### src/rtl/dvi_tmds_if.sv
// Pixel-side bus into the DVI TMDS encoder and the three 10-bit symbols it returns.
// The encoder takes the slave modport; the painting stage or a bench takes the master.
interface dvi_tmds_if #(
    parameter int BPC = 5
);
    logic           disp_hsync;
    logic           disp_vsync;
    logic           disp_de;
    logic [BPC-1:0] disp_r;
    logic [BPC-1:0] disp_g;
    logic [BPC-1:0] disp_b;
    logic [9:0]     tmds_r;
    logic [9:0]     tmds_g;
    logic [9:0]     tmds_b;

    modport master (
        output disp_hsync, disp_vsync, disp_de, disp_r, disp_g, disp_b,
        input  tmds_r, tmds_g, tmds_b
    );

    modport slave (
        input  disp_hsync, disp_vsync, disp_de, disp_r, disp_g, disp_b,
        output tmds_r, tmds_g, tmds_b
    );
endinterface

### src/rtl/dvi_tmds_encoder.sv
// Three-channel DVI TMDS encoder with a 2-stage pipeline.
// Stage 1 does the transition-minimising step; stage 2 does DC balancing and control tokens.
module dvi_tmds_encoder #(
    parameter int BPC = 5
) (
    input logic       clk_pix,
    input logic       rst_pix_n,
    dvi_tmds_if.slave bus
);

    localparam logic [9:0] CTRL_00 = 10'b1101010100;
    localparam logic [9:0] CTRL_01 = 10'b0010101011;
    localparam logic [9:0] CTRL_10 = 10'b0101010100;
    localparam logic [9:0] CTRL_11 = 10'b1010101011;

    // Widen a BPC-bit channel to 8 bits by replicating its MSBs into the low bits.
    function automatic logic [7:0] widen(input logic [BPC-1:0] c);
        logic [7:0] v;
        v = 8'(c);
        return 8'((v << (8 - BPC)) | (v >> (2 * BPC - 8)));
    endfunction

    function automatic logic [3:0] popcount8(input logic [7:0] d);
        logic [3:0] n;
        n = 4'd0;
        for (int i = 0; i < 8; i++) begin
            n = n + {3'b000, d[i]};
        end
        return n;
    endfunction

    function automatic logic [8:0] min_transition(input logic [7:0] d);
        logic [3:0] n1;
        logic       use_xnor;
        logic [8:0] q;
        n1       = popcount8(d);
        use_xnor = (n1 > 4'd4) || ((n1 == 4'd4) && (d[0] == 1'b0));
        q        = 9'd0;
        q[0]     = d[0];
        for (int i = 1; i < 8; i++) begin
            q[i] = use_xnor ? ~(q[i-1] ^ d[i]) : (q[i-1] ^ d[i]);
        end
        q[8] = ~use_xnor;
        return q;
    endfunction

    function automatic logic [9:0] ctrl_token(input logic [1:0] c);
        logic [9:0] t;
        case (c)
            2'b00:   t = CTRL_00;
            2'b01:   t = CTRL_01;
            2'b10:   t = CTRL_10;
            2'b11:   t = CTRL_11;
            default: t = CTRL_00;
        endcase
        return t;
    endfunction

    // Channel order in the packed vector: index 0 blue, 1 green, 2 red.
    logic [3*BPC-1:0] w_pix;
    assign w_pix = {bus.disp_r, bus.disp_g, bus.disp_b};

    logic r_de;
    logic r_hsync;
    logic r_vsync;

    // Stage 1: delay the shared timing signals alongside the per-channel q_m.
    always_ff @(posedge clk_pix or negedge rst_pix_n) begin
        if (!rst_pix_n) begin
            r_de    <= 1'b0;
            r_hsync <= 1'b0;
            r_vsync <= 1'b0;
        end else begin
            r_de    <= bus.disp_de;
            r_hsync <= bus.disp_hsync;
            r_vsync <= bus.disp_vsync;
        end
    end

    for (genvar ch = 0; ch < 3; ch++) begin : g_ch
        logic [8:0]        r_qm;
        logic signed [5:0] r_cnt;
        logic [9:0]        r_tmds;
        logic [3:0]        w_n1;
        logic signed [5:0] w_diff;
        logic [1:0]        w_ctl;
        logic [9:0]        w_sym;
        logic signed [5:0] w_cnt_nxt;

        // Stage 1: transition-minimised word for this channel.
        always_ff @(posedge clk_pix or negedge rst_pix_n) begin
            if (!rst_pix_n) begin
                r_qm <= 9'd0;
            end else begin
                r_qm <= min_transition(widen(w_pix[ch*BPC +: BPC]));
            end
        end

        // w_diff is n1 - n0 of q_m[7:0], i.e. 2*n1 - 8.
        assign w_n1   = popcount8(r_qm[7:0]);
        assign w_diff = $signed({1'b0, w_n1, 1'b0}) - 6'sd8;
        assign w_ctl  = (ch == 0) ? {r_vsync, r_hsync} : 2'b00;

        // Stage 2 next-state: DC-balanced data symbol or control token.
        always_comb begin
            w_sym     = CTRL_00;
            w_cnt_nxt = 6'sd0;
            if (r_de) begin
                if ((r_cnt == 6'sd0) || (w_diff == 6'sd0)) begin
                    if (r_qm[8]) begin
                        w_sym     = {2'b01, r_qm[7:0]};
                        w_cnt_nxt = r_cnt + w_diff;
                    end else begin
                        w_sym     = {2'b10, ~r_qm[7:0]};
                        w_cnt_nxt = r_cnt - w_diff;
                    end
                end else if ((!r_cnt[5] && (w_diff > 6'sd0)) || (r_cnt[5] && (w_diff < 6'sd0))) begin
                    w_sym     = {1'b1, r_qm[8], ~r_qm[7:0]};
                    w_cnt_nxt = r_cnt + (r_qm[8] ? 6'sd2 : 6'sd0) - w_diff;
                end else begin
                    w_sym     = {1'b0, r_qm[8], r_qm[7:0]};
                    w_cnt_nxt = r_cnt + w_diff - (r_qm[8] ? 6'sd0 : 6'sd2);
                end
            end else begin
                w_sym     = ctrl_token(w_ctl);
                w_cnt_nxt = 6'sd0;
            end
        end

        // Stage 2: registered symbol and running disparity.
        always_ff @(posedge clk_pix or negedge rst_pix_n) begin
            if (!rst_pix_n) begin
                r_tmds <= CTRL_00;
                r_cnt  <= 6'sd0;
            end else begin
                r_tmds <= w_sym;
                r_cnt  <= w_cnt_nxt;
            end
        end
    end

    assign bus.tmds_b = g_ch[0].r_tmds;
    assign bus.tmds_g = g_ch[1].r_tmds;
    assign bus.tmds_r = g_ch[2].r_tmds;

endmodule

### src/flat_wrapper.sv
// flat-port wrapper written by rule: the top's interface ports become plain ports
module dvi_tmds_encoder_flat 
#(
    parameter int BPC = 5
)
  (clk_pix, rst_pix_n, bus_disp_hsync, bus_disp_vsync, bus_disp_de, bus_disp_r, bus_disp_g, bus_disp_b, bus_tmds_r, bus_tmds_g, bus_tmds_b);
  dvi_tmds_if #(.BPC(BPC)) bus_i ();
  input logic clk_pix;
  input logic rst_pix_n;
  input wire logic [$bits(bus_i.disp_hsync)-1:0] bus_disp_hsync;
  input wire logic [$bits(bus_i.disp_vsync)-1:0] bus_disp_vsync;
  input wire logic [$bits(bus_i.disp_de)-1:0] bus_disp_de;
  input wire logic [$bits(bus_i.disp_r)-1:0] bus_disp_r;
  input wire logic [$bits(bus_i.disp_g)-1:0] bus_disp_g;
  input wire logic [$bits(bus_i.disp_b)-1:0] bus_disp_b;
  output wire logic [$bits(bus_i.tmds_r)-1:0] bus_tmds_r;
  output wire logic [$bits(bus_i.tmds_g)-1:0] bus_tmds_g;
  output wire logic [$bits(bus_i.tmds_b)-1:0] bus_tmds_b;
  assign bus_i.disp_hsync = bus_disp_hsync;
  assign bus_i.disp_vsync = bus_disp_vsync;
  assign bus_i.disp_de = bus_disp_de;
  assign bus_i.disp_r = bus_disp_r;
  assign bus_i.disp_g = bus_disp_g;
  assign bus_i.disp_b = bus_disp_b;
  assign bus_tmds_r = bus_i.tmds_r;
  assign bus_tmds_g = bus_i.tmds_g;
  assign bus_tmds_b = bus_i.tmds_b;
  dvi_tmds_encoder #(.BPC(BPC)) u_core (.clk_pix(clk_pix), .rst_pix_n(rst_pix_n), .bus(bus_i));
endmodule
### config.mk
export PLATFORM = sky130hd
export DESIGN_NAME = dvi_tmds_encoder_flat
export DESIGN_NICKNAME = d
export VERILOG_FILES = /design/src/rtl/dvi_tmds_if.sv /design/src/rtl/dvi_tmds_encoder.sv /design/src/flat_wrapper.sv
export SDC_FILE = /design/constraint.sdc
export NUM_CORES = 1
export LEC_CHECK = 0
export ABC_AREA = 0
export BUFFER_PORTS_ARGS = -buffer_cell sky130_fd_sc_hd__buf_2
export CORE_UTILIZATION = 45
export DETAILED_ROUTE_END_ITERATION = 6
export MAX_ROUTING_LAYER = met4
export PLACE_DENSITY = 0.68
export SETUP_SLACK_MARGIN = 0.15
export SYNTH_ARGS = -nofsm -noshare
export SYNTH_HDL_FRONTEND = slang
export SYNTH_SLANG_ARGS = --single-unit
### constraint.sdc
create_clock -name clk_pix -period 5.3 [get_ports clk_pix]
set_input_delay 0 -clock clk_pix [delete_from_list [all_inputs] [get_ports clk_pix]]
set_output_delay 0 -clock clk_pix [all_outputs]
set_load 0.05 [all_outputs]
==> impl_metrics.ini <==
[synth]
synth-compound-area-share = 0.1174
yosys-top-cells-area = dfrtp_1 25%, ha_1 14%, fa_1 12%
postSynthCellCount = 562
combinational_family_with_the_most_area_after_synthesis = adder cells
synth.area.mux_share = 0.03050
yosys.area_share.simple = 0.06815
post-synth-top-area-fraction = 0.2524
synth.net_count = 685
synthAdderAreaFrac = 0.2608
synthXorXnorAreaFrac = 0.1483
netlist.top_cell.by_area = dfrtp_1
avgSynthCellArea_um2 = 10.58
synth_seq_cells = 75
synth_warnings = 0
synth_cell_types = 40
netlist_area_mm2 = 0.005948
ys_seq_area_frac = 0.3187

[timing]
timing_worst_slew_pin_value_ns = 0.9318
maxSlewHeadroom = 0.3788
timing.final.crit_share = 0.8990
finalMaxSlewViolations = 0
period_needed_ns = 4.765
achievable-frequency_mhz = 209.9
worst_hold_slack_ns = 0.06874
finClkSkew_ns = 0.006230
setup_viol = 0
grt_setup_unrepaired = false
final.setup.tns_ns = 0
hold_viol_final = 0

[clock_network]
tritoncts_sinks = 75
clkTransAtPathRegs_ns = 0.06
clock_tree.htree_level_count = 3
insertion_delay_ns = 0.33
tritoncts.num_buffers = 9
cts_post_setup_buffers_inserted = 0
clockRootBuffer = clkbuf_16
ctsLongestPathBuffers = 2
cts_tree = done

[global_routing]
grt_use_total = 0.2080
gr-total-overflow = 0
grt_pass1_wl_um = 21130
first_global_vias = 4452
initial_antenna_violation_count = 0
largest_net_degree_at_the_start_of_global_routing = 76

[placement]
post_detailed_placement_half_perimeter_wirelength_um = 9722
gp_congestion = 0.9479
io_buffer_count = 49

[setup_path]
worstPathRequired_ns = 5.51
worstPathCellList = ha_1, inv_1, fa_1, fa_1, fa_1, fa_1, inv_1, ha_1, fa_1, o21bai_1, a21oi_1, xor2_1, a32oi_1, a221oi_1
start_kind = register
timing.critical_path.fanout_max = 5
crit_arrival_ns = 4.97
slowest_delay_ns = 0.62
criticalPathCategory = reg2reg
crit_path_top_delay_cell = fa_1
cpMostUsedCell = fa_1
cp-end-kind = register

[min_path]
path_class_of_the_lowest_slack_min_delay_path = in2reg

[finish]
nFillCells = 1125
mostFrequentLayoutCells = 83 x inv_1, 74 x xnor2_1, 68 x ha_1
drive_gt1_frac = 0.1500
synthToLayoutAreaGrowth_pct = 15.97
layout.nets = 758
final_common_cell = inv_1
n_antenna_cell = 0

[detailed_routing]
vias_per_cell = 5.044
postRouteAntennaNets = 0
vias = 4096
wire_per_inst_um = 15.11
post_detailed_routing_wire_length_um = 12270
remaining_drc_errors = 0
detail_route.iter0.violations = 200
drtPass1Iterations = 4

[outcome]
status = finished clean

[floorplanning]
floorplan.rows = 41
die_height_um = 117.0
die_area_mm2 = 0.01368
area_of_the_core_mm2 = 0.01277
io_pins = 50
horiz_die_dim_um = 117.0
initial_core_util = 0.4657

[run]
drv_cap = 0
## cell usage after synthesis
library cell / n
fa_1: 35
a211oi_1: 9
o22ai_1: 3
a21oi_2: 1
nand2b_1: 2
xor3_1: 1
o211ai_1: 3
nor3_1: 2
nand2_1: 20
inv_1: 83
mux2_2: 3
mux2i_1: 8
ha_1: 68
o22a_4: 3
a21oi_1: 27
a32oi_1: 3
a41oi_1: 3
clkbuf_1: 5
nand4b_1: 3
o21ai_0: 7
a311oi_1: 3
o32ai_1: 3
o21bai_1: 9
nor3b_1: 1
o311ai_0: 1
and2_1: 3
xnor2_1: 74
dfrtp_1: 60
a221oi_1: 3
nor2b_1: 3
or4_4: 3
a21o_1: 15
nand4_1: 6
nor2_1: 32
dfstp_2: 15
clkinv_1: 1
xor2_1: 24
nand3_1: 9
o31ai_1: 5
mux2i_4: 3
## metal layers
| layer | GRT usage | up-vias | part of all wire |
|---|---|---|---|
| met5 | - | - | 0 |
| met4 | 0.06160 | 0 | 0.015 |
| met3 | 0.03450 | 14 | 0.041 |
| met2 | 0.3389 | 92 | 0.50 |
| met1 | 0.2676 | 1989 | 0.45 |
| li1 | - | 2001 | - |
## through the flow
step	cells	setup WS (ns)	cell area, um^2	utilization
2_1_floorplan	562	0.9174	5948	-
3_3_place_gp	781	0.6499	6415	0.5022
3_5_place_dp	781	0.5319	6415	0.5022
4_1_cts	812	0.5253	6898	0.5400
5_1_grt	812	0.2921	6898	0.5400
6_report	812	0.5351	6898	0.5400
## cells by family (layout without fill, tap and decap cells)
family | after synthesis | after routing
adders and majority gates | 103 | 103
xor gates and xnor gates | 99 | 99
AOI/OAI and AO/OA | 98 | 98
buffers and inverters | 89 | 167
and+or+nand+nor | 84 | 84
DFF | 75 | 75
muxes | 14 | 14
## registers in the layout (all words and copies together), names as in the netlist
signal             flops
u_core.g_ch.r_cnt     15
u_core.bus.tmds_g     10
u_core.g_ch.r_qm      27
u_core.bus.tmds_r     10
u_core.r_vsync         1
u_core.r_de            1
u_core.bus.tmds_b     10
u_core.r_hsync         1
## critical path: cells and delay by family, from the launching register on
| kind | cells | cell delay [ns] |
|---|---|---|
| compound gates | 4 | 0.64 |
| xor+xnor | 1 | 0.13 |
| fa+ha+maj | 7 | 3.28 |
| buf+inv | 2 | 0.17 |
| flops | 1 | 0.39 |
## area by class of cell
cell class              instances  area, um^2  area share
repair buffers                 67       420.4     0.06095
clock buffers                  10       239.0     0.03465
inverters                      84       315.3     0.04571
multi-input cells             398        3719      0.5391
well taps                     172       215.2     0.03120
flip-flops and latches         75        1896      0.2748
clock inverters                 6       93.84     0.01360
## worst paths after layout
check,slack (ns),startpoint,cells past startpoint,to
worst max-delay path,0.54,u_core.g_ch[2].r_qm[0]$_DFF_PN0_,14,u_core.g_ch[2].r_cnt[5]$_DFF_PN0_
worst min-delay path,0.07,bus_disp_b[0],3,u_core.g_ch[0].r_qm[4]$_DFF_PN0_
worst max register to register,0.54,u_core.g_ch[2].r_qm[0]$_DFF_PN0_,14,u_core.g_ch[2].r_cnt[5]$_DFF_PN0_
worst min register to register,0.52,u_core.g_ch[2].r_qm[2]$_DFF_PN0_,2,u_core.bus.tmds_r[2]$_DFF_PN1_
max in group asynchronous,4.34,rst_pix_n,2,u_core.g_ch[1].r_cnt[1]$_DFF_PN0_
min in group asynchronous,0.31,rst_pix_n,2,u_core.g_ch[0].r_cnt[5]$_DFF_PN0_
## timing repair
action / 4_1_cts / 5_1_grt
hold buffers: 15 / 0
hold endpoints to repair: 76 / 0
setup endpoints to repair: 0 / 0
gates resized for setup: 0 / 0
Power is left out: the tool's default activity adds up to more than one toggle a clock period on the data nets, which glitch-free logic cannot reach.
